===== src/rtl/taillight_input_cond_pkg.sv =====
// Shared constants for the tail-light input conditioning stage.
// Sets the default timing parameters and the channel ordering.
package taillight_pkg;

   localparam int DEBOUNCE_DEFAULT = 500000;
   localparam int STEP_DEFAULT     = 12500000;

   localparam int NUM_CH   = 3;
   localparam int CH_LEFT  = 0;
   localparam int CH_RIGHT = 1;
   localparam int CH_HAZ   = 2;

   typedef logic [NUM_CH-1:0] ch_vec_t;

   function automatic ch_vec_t pack_ch(input logic left, input logic right, input logic haz);
      ch_vec_t v;
      v           = '0;
      v[CH_LEFT]  = left;
      v[CH_RIGHT] = right;
      v[CH_HAZ]   = haz;
      return v;
   endfunction

endpackage


===== src/rtl/taillight_input_cond_if.sv =====
// Switch-side and sequencer-side signals of the input conditioning stage.
// The master drives the raw switches; the slave (the conditioner) drives the levels and STEP.
interface taillight_input_cond_if;
   import taillight_pkg::*;

   logic LEFT_RAW;
   logic RIGHT_RAW;
   logic HAZ_RAW;
   logic LEFT;
   logic RIGHT;
   logic HAZ;
   logic STEP;

   modport master (
      output LEFT_RAW, RIGHT_RAW, HAZ_RAW,
      input  LEFT, RIGHT, HAZ, STEP
   );

   modport slave (
      input  LEFT_RAW, RIGHT_RAW, HAZ_RAW,
      output LEFT, RIGHT, HAZ, STEP
   );

endinterface


===== src/rtl/taillight_input_cond_debounce_channel.sv =====
// One switch channel: two-flop synchronizer, debouncer, pending-press latch and
// the output register that loads on the edge that asserts STEP.
module debounce_channel
   import taillight_pkg::*;
#(
   parameter int DEBOUNCE_CYCLES = DEBOUNCE_DEFAULT
) (
   input  logic CLOCK,
   input  logic RESET,
   input  logic i_raw,
   input  logic i_step_load,
   output logic o_level
);

   localparam int CW = $clog2(DEBOUNCE_CYCLES);
   localparam logic [CW-1:0] CNT_MAX = CW'(DEBOUNCE_CYCLES - 1);

   logic          r_sync1;
   logic          r_sync2;
   logic          r_deb;
   logic          r_pend;
   logic          r_level;
   logic [CW-1:0] r_cnt;

   logic w_diff;
   logic w_toggle;
   logic w_rise;

   assign w_diff   = (r_sync2 != r_deb);
   assign w_toggle = w_diff && (r_cnt == CNT_MAX);
   assign w_rise   = w_toggle && !r_deb;

   always_ff @(posedge CLOCK) begin
      if (RESET) begin
         r_sync1 <= 1'b0;
         r_sync2 <= 1'b0;
         r_deb   <= 1'b0;
         r_cnt   <= '0;
         r_pend  <= 1'b0;
         r_level <= 1'b0;
      end else begin
         r_sync1 <= i_raw;
         r_sync2 <= r_sync1;

         if (!w_diff || w_toggle) r_cnt <= '0;
         else                     r_cnt <= r_cnt + 1'b1;

         if (w_toggle) r_deb <= ~r_deb;

         // A rise landing on the step edge must survive into the next step.
         if (w_rise)           r_pend <= 1'b1;
         else if (i_step_load) r_pend <= 1'b0;

         if (i_step_load) r_level <= r_deb | r_pend;
      end
   end

   assign o_level = r_level;

endmodule


===== src/rtl/taillight_input_cond.sv =====
// Input conditioning for the tail-light sequencer: shared STEP generator plus
// one debounce channel per switch (left, right, hazard).
module taillight_input_cond
   import taillight_pkg::*;
#(
   parameter int DEBOUNCE_CYCLES = DEBOUNCE_DEFAULT,
   parameter int STEP_CYCLES     = STEP_DEFAULT
) (
   input logic                   CLOCK,
   input logic                   RESET,
   taillight_input_cond_if.slave bus
);

   localparam int SW = $clog2(STEP_CYCLES);
   localparam logic [SW-1:0] SCNT_MAX = SW'(STEP_CYCLES - 1);

   logic [SW-1:0] r_scnt;
   logic          r_step;
   logic          w_wrap;
   ch_vec_t       w_raw;
   ch_vec_t       w_level;

   // w_wrap marks the edge that asserts STEP; channels load on that same edge.
   assign w_wrap = (r_scnt == SCNT_MAX);

   always_ff @(posedge CLOCK) begin
      if (RESET) begin
         r_scnt <= '0;
         r_step <= 1'b0;
      end else begin
         r_scnt <= w_wrap ? '0 : r_scnt + 1'b1;
         r_step <= w_wrap;
      end
   end

   assign w_raw = pack_ch(bus.LEFT_RAW, bus.RIGHT_RAW, bus.HAZ_RAW);

   for (genvar g = 0; g < NUM_CH; g++) begin : g_ch
      debounce_channel #(
         .DEBOUNCE_CYCLES (DEBOUNCE_CYCLES)
      ) u_ch (
         .CLOCK       (CLOCK),
         .RESET       (RESET),
         .i_raw       (w_raw[g]),
         .i_step_load (w_wrap),
         .o_level     (w_level[g])
      );
   end

   assign bus.LEFT  = w_level[CH_LEFT];
   assign bus.RIGHT = w_level[CH_RIGHT];
   assign bus.HAZ   = w_level[CH_HAZ];
   assign bus.STEP  = r_step;

endmodule


===== src/flat_wrapper.sv =====
// flat-port wrapper written by rule: the top's interface ports become plain ports
module taillight_input_cond_flat import taillight_pkg::*;
#(
   parameter int DEBOUNCE_CYCLES = DEBOUNCE_DEFAULT,
   parameter int STEP_CYCLES     = STEP_DEFAULT
)
  (CLOCK, RESET, bus_LEFT_RAW, bus_RIGHT_RAW, bus_HAZ_RAW, bus_LEFT, bus_RIGHT, bus_HAZ, bus_STEP);
  taillight_input_cond_if bus_i ();
  input logic CLOCK;
  input logic RESET;
  input wire logic [$bits(bus_i.LEFT_RAW)-1:0] bus_LEFT_RAW;
  input wire logic [$bits(bus_i.RIGHT_RAW)-1:0] bus_RIGHT_RAW;
  input wire logic [$bits(bus_i.HAZ_RAW)-1:0] bus_HAZ_RAW;
  output wire logic [$bits(bus_i.LEFT)-1:0] bus_LEFT;
  output wire logic [$bits(bus_i.RIGHT)-1:0] bus_RIGHT;
  output wire logic [$bits(bus_i.HAZ)-1:0] bus_HAZ;
  output wire logic [$bits(bus_i.STEP)-1:0] bus_STEP;
  assign bus_i.LEFT_RAW = bus_LEFT_RAW;
  assign bus_i.RIGHT_RAW = bus_RIGHT_RAW;
  assign bus_i.HAZ_RAW = bus_HAZ_RAW;
  assign bus_LEFT = bus_i.LEFT;
  assign bus_RIGHT = bus_i.RIGHT;
  assign bus_HAZ = bus_i.HAZ;
  assign bus_STEP = bus_i.STEP;
  taillight_input_cond #(.DEBOUNCE_CYCLES(DEBOUNCE_CYCLES), .STEP_CYCLES(STEP_CYCLES)) u_core (.CLOCK(CLOCK), .RESET(RESET), .bus(bus_i));
endmodule

===== config.mk =====
export PLATFORM = sky130hd
export DESIGN_NAME = taillight_input_cond_flat
export DESIGN_NICKNAME = d
export VERILOG_FILES = /design/src/rtl/taillight_input_cond_pkg.sv /design/src/rtl/taillight_input_cond_if.sv /design/src/rtl/taillight_input_cond_debounce_channel.sv /design/src/rtl/taillight_input_cond.sv /design/src/flat_wrapper.sv
export SDC_FILE = /design/constraint.sdc
export NUM_CORES = 1
export LEC_CHECK = 0
export ABC_CLOCK_PERIOD_IN_PS = 5700
export CAP_MARGIN = 10
export CELL_PAD_IN_SITES_DETAIL_PLACEMENT = 1
export CELL_PAD_IN_SITES_GLOBAL_PLACEMENT = 2
export CORE_ASPECT_RATIO = 1.4
export CORE_MARGIN = 10
export CORE_UTILIZATION = 43
export CTS_BUF_LIST = sky130_fd_sc_hd__clkbuf_4
export CTS_CLUSTER_DIAMETER = 80
export DETAILED_ROUTE_END_ITERATION = 8
export PLACE_DENSITY_LB_ADDON = 0.1
export SYNTH_ARGS = -nofsm -noshare
export SYNTH_HDL_FRONTEND = slang
export SYNTH_SLANG_ARGS = --single-unit
export TNS_END_PERCENT = 20

===== constraint.sdc =====
create_clock -name CLOCK -period 5.7 [get_ports CLOCK]
set_input_delay 1.71 -clock CLOCK [delete_from_list [all_inputs] [get_ports CLOCK]]
set_output_delay 1.71 -clock CLOCK [all_outputs]
set_load 0.02 [all_outputs]

==> flow_metrics.py <==
metrics = {
    "clock_network": {
        "root_buffer": "clkbuf_4",
        "cts_setup_buffers": 0,
        "cts_tree": "done",
        "cts_sinks": 97,
        "clock_path_buffers": 2,
        "clk_pin_slew_worst_paths_ns": 0.14,
        "postCtsHoldBufs": 0,
        "cts_resized": 0,
        "worst_skew_pair.late_latency_ns": 0.47,
        "htreeDepth": 3,
        "numCtsBuffers": 9,
    },
    "yosys": {
        "synth_area_leader_cell": "dfxtp_1",
        "ys.warnings.count": 0,
        "synth.avg_cell_area_um2": 8.75,
        "synth_ff_type": "dfxtp_1",
        "ys_types": 41,
        "async_flop_share": 0,
        "yosysSeqAreaShare": 0.456,
        "synth_area_um2": 4260,
        "syn-num-nets": 496,
        "synth_edf_count": 0,
        "ys_ff_latch": 97,
        "synth_top_area_frac": 0.456,
        "syn_inst": 487,
        "synth_area_leaders": "dfxtp_1, xnor2_1, nor2_1",
    },
    "routing": {
        "drt-pass1-iter-count": 4,
        "avgViaCountPerCell": 5.47,
        "ant_nets": 0,
        "vias": 3464,
        "wl_mm": 8.98,
        "drt-initial-drc-count": 83,
        "wl_per_cell_um": 14.2,
        "drc": 0,
    },
    "grt": {
        "grt_pass1_vias": 3378,
        "antenna_found_initial": 0,
        "grt_pass1_wl_mm": 15.4,
        "grt_usage": 0.128,
        "grt_remaining_overflow": 0,
        "grt_start_max_net_pins": 25,
    },
    "setup_path": {
        "crit_path_cell_trace": "clkdlybuf4s50_1",
        "cp.required_ns": 3.99,
        "r2r_setup_slack_ns": 3.42,
        "worst-path-buf-inv": 1,
        "start_kind": "register",
        "slowest_delay_ns": 0.62,
        "cp_num_cells": 1,
        "r2r_end": "u_core.r_scnt[4]",
        "cp.arrival_ns": 1.45,
        "cp_max_fo": 2,
        "crit_type": "register to output port",
        "reg2reg_depth": 4,
        "slowest_stage": "clkdlybuf4s50_1",
        "critPathLaunch": "u_core.g_ch[0].u_ch.o_level",
        "rr_startpoint": "u_core.r_scnt[15]",
        "crit_path_end": "bus_LEFT",
        "cp_top_family": "buffers and inverters",
        "worstSetupEndpointType": "output port",
    },
    "flow_run": {
        "drv_cap": 0,
    },
    "sta": {
        "drv_slew": 0,
        "worst_slew_pin_slew_ns": 0.767,
        "fmax_ghz": 0.317,
        "finalCritPeriodShare": 0.554,
        "tns_ns": 0,
        "hold_ws_ns": 0.458,
        "relSlewSlack": 0.489,
        "period_minus_slack_ns": 3.16,
        "fin_skew_ns": 0.0216,
        "finalSetupViolCount": 0,
        "hold_violations": 0,
        "rsz0062_at_grt": "false",
    },
    "layout": {
        "synthToLayoutAreaGrowth_pct": 9.57,
        "area.sequential_um2": 1940,
        "fin_nets": 505,
        "multi_input_area_um2": 2190,
        "nFillCells": 1163,
        "fin_cells": 633,
        "drive_gt1_frac": 0.0559,
        "antenna_cells": 0,
        "final_area_um2": 4670,
    },
    "place": {
        "dp_cells": 617,
        "postPlaceCellArea_um2": 4460,
        "dpl.hpwl_mm": 6.45,
        "routabilityCongestion": 0.778,
        "port_buffers": 8,
    },
    "floorplanning": {
        "ioPinCount": 9,
        "die_h_um": 138,
        "core_um2": 9560,
        "die_area_um2": 14300,
        "rows": 42,
        "die_w_um": 104,
        "initial_core_util": 0.445,
    },
    "power": {
        "power_density_nw_per_um2": 260,
        "ir_drop_mv": 0.178,
        "finalPower_mw": 1.21,
        "power.leakage_nw": 1.30,
    },
    "outcome": {
        "status": "complete, no violations",
    },
    "worst_hold_path": {
        "hp-class": "register to register",
    },
}
-- final cells by class --
class | instances | area share
clock buffer | 9 | 0.0145
clock inverter | 7 | 0.0306
inverter | 18 | 0.0145
multi-input combinational | 360 | 0.469
sequential | 97 | 0.416
tap | 132 | 0.0354
timing repair buffer | 10 | 0.0204
-- logic make-up after synthesis --
kind of cell,count (synthesis),synth area share
AOI/OAI and AO/OA,65,0.0878
buffers and inverters,30,0.0305
xor gates and xnor gates,53,0.109
DFF,97,0.456
adders and majority gates,4,0.0117
and+or+nand+nor,238,0.305
-- routing by layer --
layer / track usage / vias up / part of all wire
met3: 0.0318 / 9 / 0.023
met1: 0.149 / 1674 / 0.47
met5: 0 / - / 0
li1: - / 1760 / -
met4: 0.0419 / 0 / 0.012
met2: 0.225 / 21 / 0.50
-- state kept, by name, indices dropped and copies added, names as in the netlist --
name	count
u_core.bus.STEP	1
u_core.g_ch.u_ch.r_sync1	3
u_core.g_ch.u_ch.r_deb	3
u_core.r_scnt	24
u_core.g_ch.u_ch.r_pend	3
u_core.g_ch.u_ch.r_sync2	3
u_core.g_ch.u_ch.r_cnt	57
u_core.g_ch.u_ch.o_level	3
-- Yosys cell counts (all sizes together) (3+ instances only) --
cell type  count
a21oi         32
and4           9
buf            6
clkbuf         6
dfxtp         97
ha             4
inv           18
nand2         26
nand3         29
nand4         17
nand4b         3
nor2          67
nor2b          6
nor3          14
nor4          18
nor4b          3
o21ai         15
o31ai         14
or2            3
or3           13
or4           18
xnor2         39
xor2          14
-- power breakdown --
group          switching, mW  leakage [nW]  internal [mW]  total, mW
Clock                  0.240         0.110          0.267      0.507
Sequential           0.00369         0.783          0.683      0.686
Combinational         0.0114         0.405        0.00706     0.0185
Total                  0.255          1.30          0.957       1.21
-- worst min path at each step --
stage	from	endpoint	cells after the start
2_1_floorplan	u_core.g_ch[0].u_ch.r_sync1	u_core.g_ch[0].u_ch.r_sync2	1
3_3_place_gp	u_core.g_ch[1].u_ch.r_sync1	u_core.g_ch[1].u_ch.r_sync2	1
3_5_place_dp	u_core.g_ch[0].u_ch.r_sync1	u_core.g_ch[0].u_ch.r_sync2	1
4_1_cts	u_core.g_ch[0].u_ch.r_sync1	u_core.g_ch[0].u_ch.r_sync2	1
5_1_grt	u_core.g_ch[0].u_ch.r_sync1	u_core.g_ch[0].u_ch.r_sync2	1
6_report	u_core.g_ch[0].u_ch.r_sync1	u_core.g_ch[0].u_ch.r_sync2	1
-- stage by stage --
step | utilization | worst slack [ns]
final | 0.488 | 2.54
after global routing | 0.488 | 2.44
after CTS | 0.488 | 2.51
after detailed placement | 0.466 | 2.06
after global placement | 0.466 | 2.12
after floorplan | - | 2.89
-- layout by cell type, fill, tap and decap left out, types with 4 or more instances in the layout --
cell,netlist,routed
xor2_1,14,14
bufinv_16,0,4
nand3_1,27,27
o31ai_1,14,14
clkdlybuf4s50_1,0,8
inv_1,18,18
dfxtp_1,97,97
a21oi_1,32,32
ha_1,4,4
nand4_1,17,17
nor3_1,14,14
or4_1,17,17
nor2_1,67,67
clkbuf_4,0,9
o21ai_0,13,13
nand2_1,26,26
nor2b_1,6,6
and4_1,8,8
or3_1,13,13
xnor2_1,39,39
nor4_1,18,18
No activity file was read; power rests on OpenSTA's default activity.
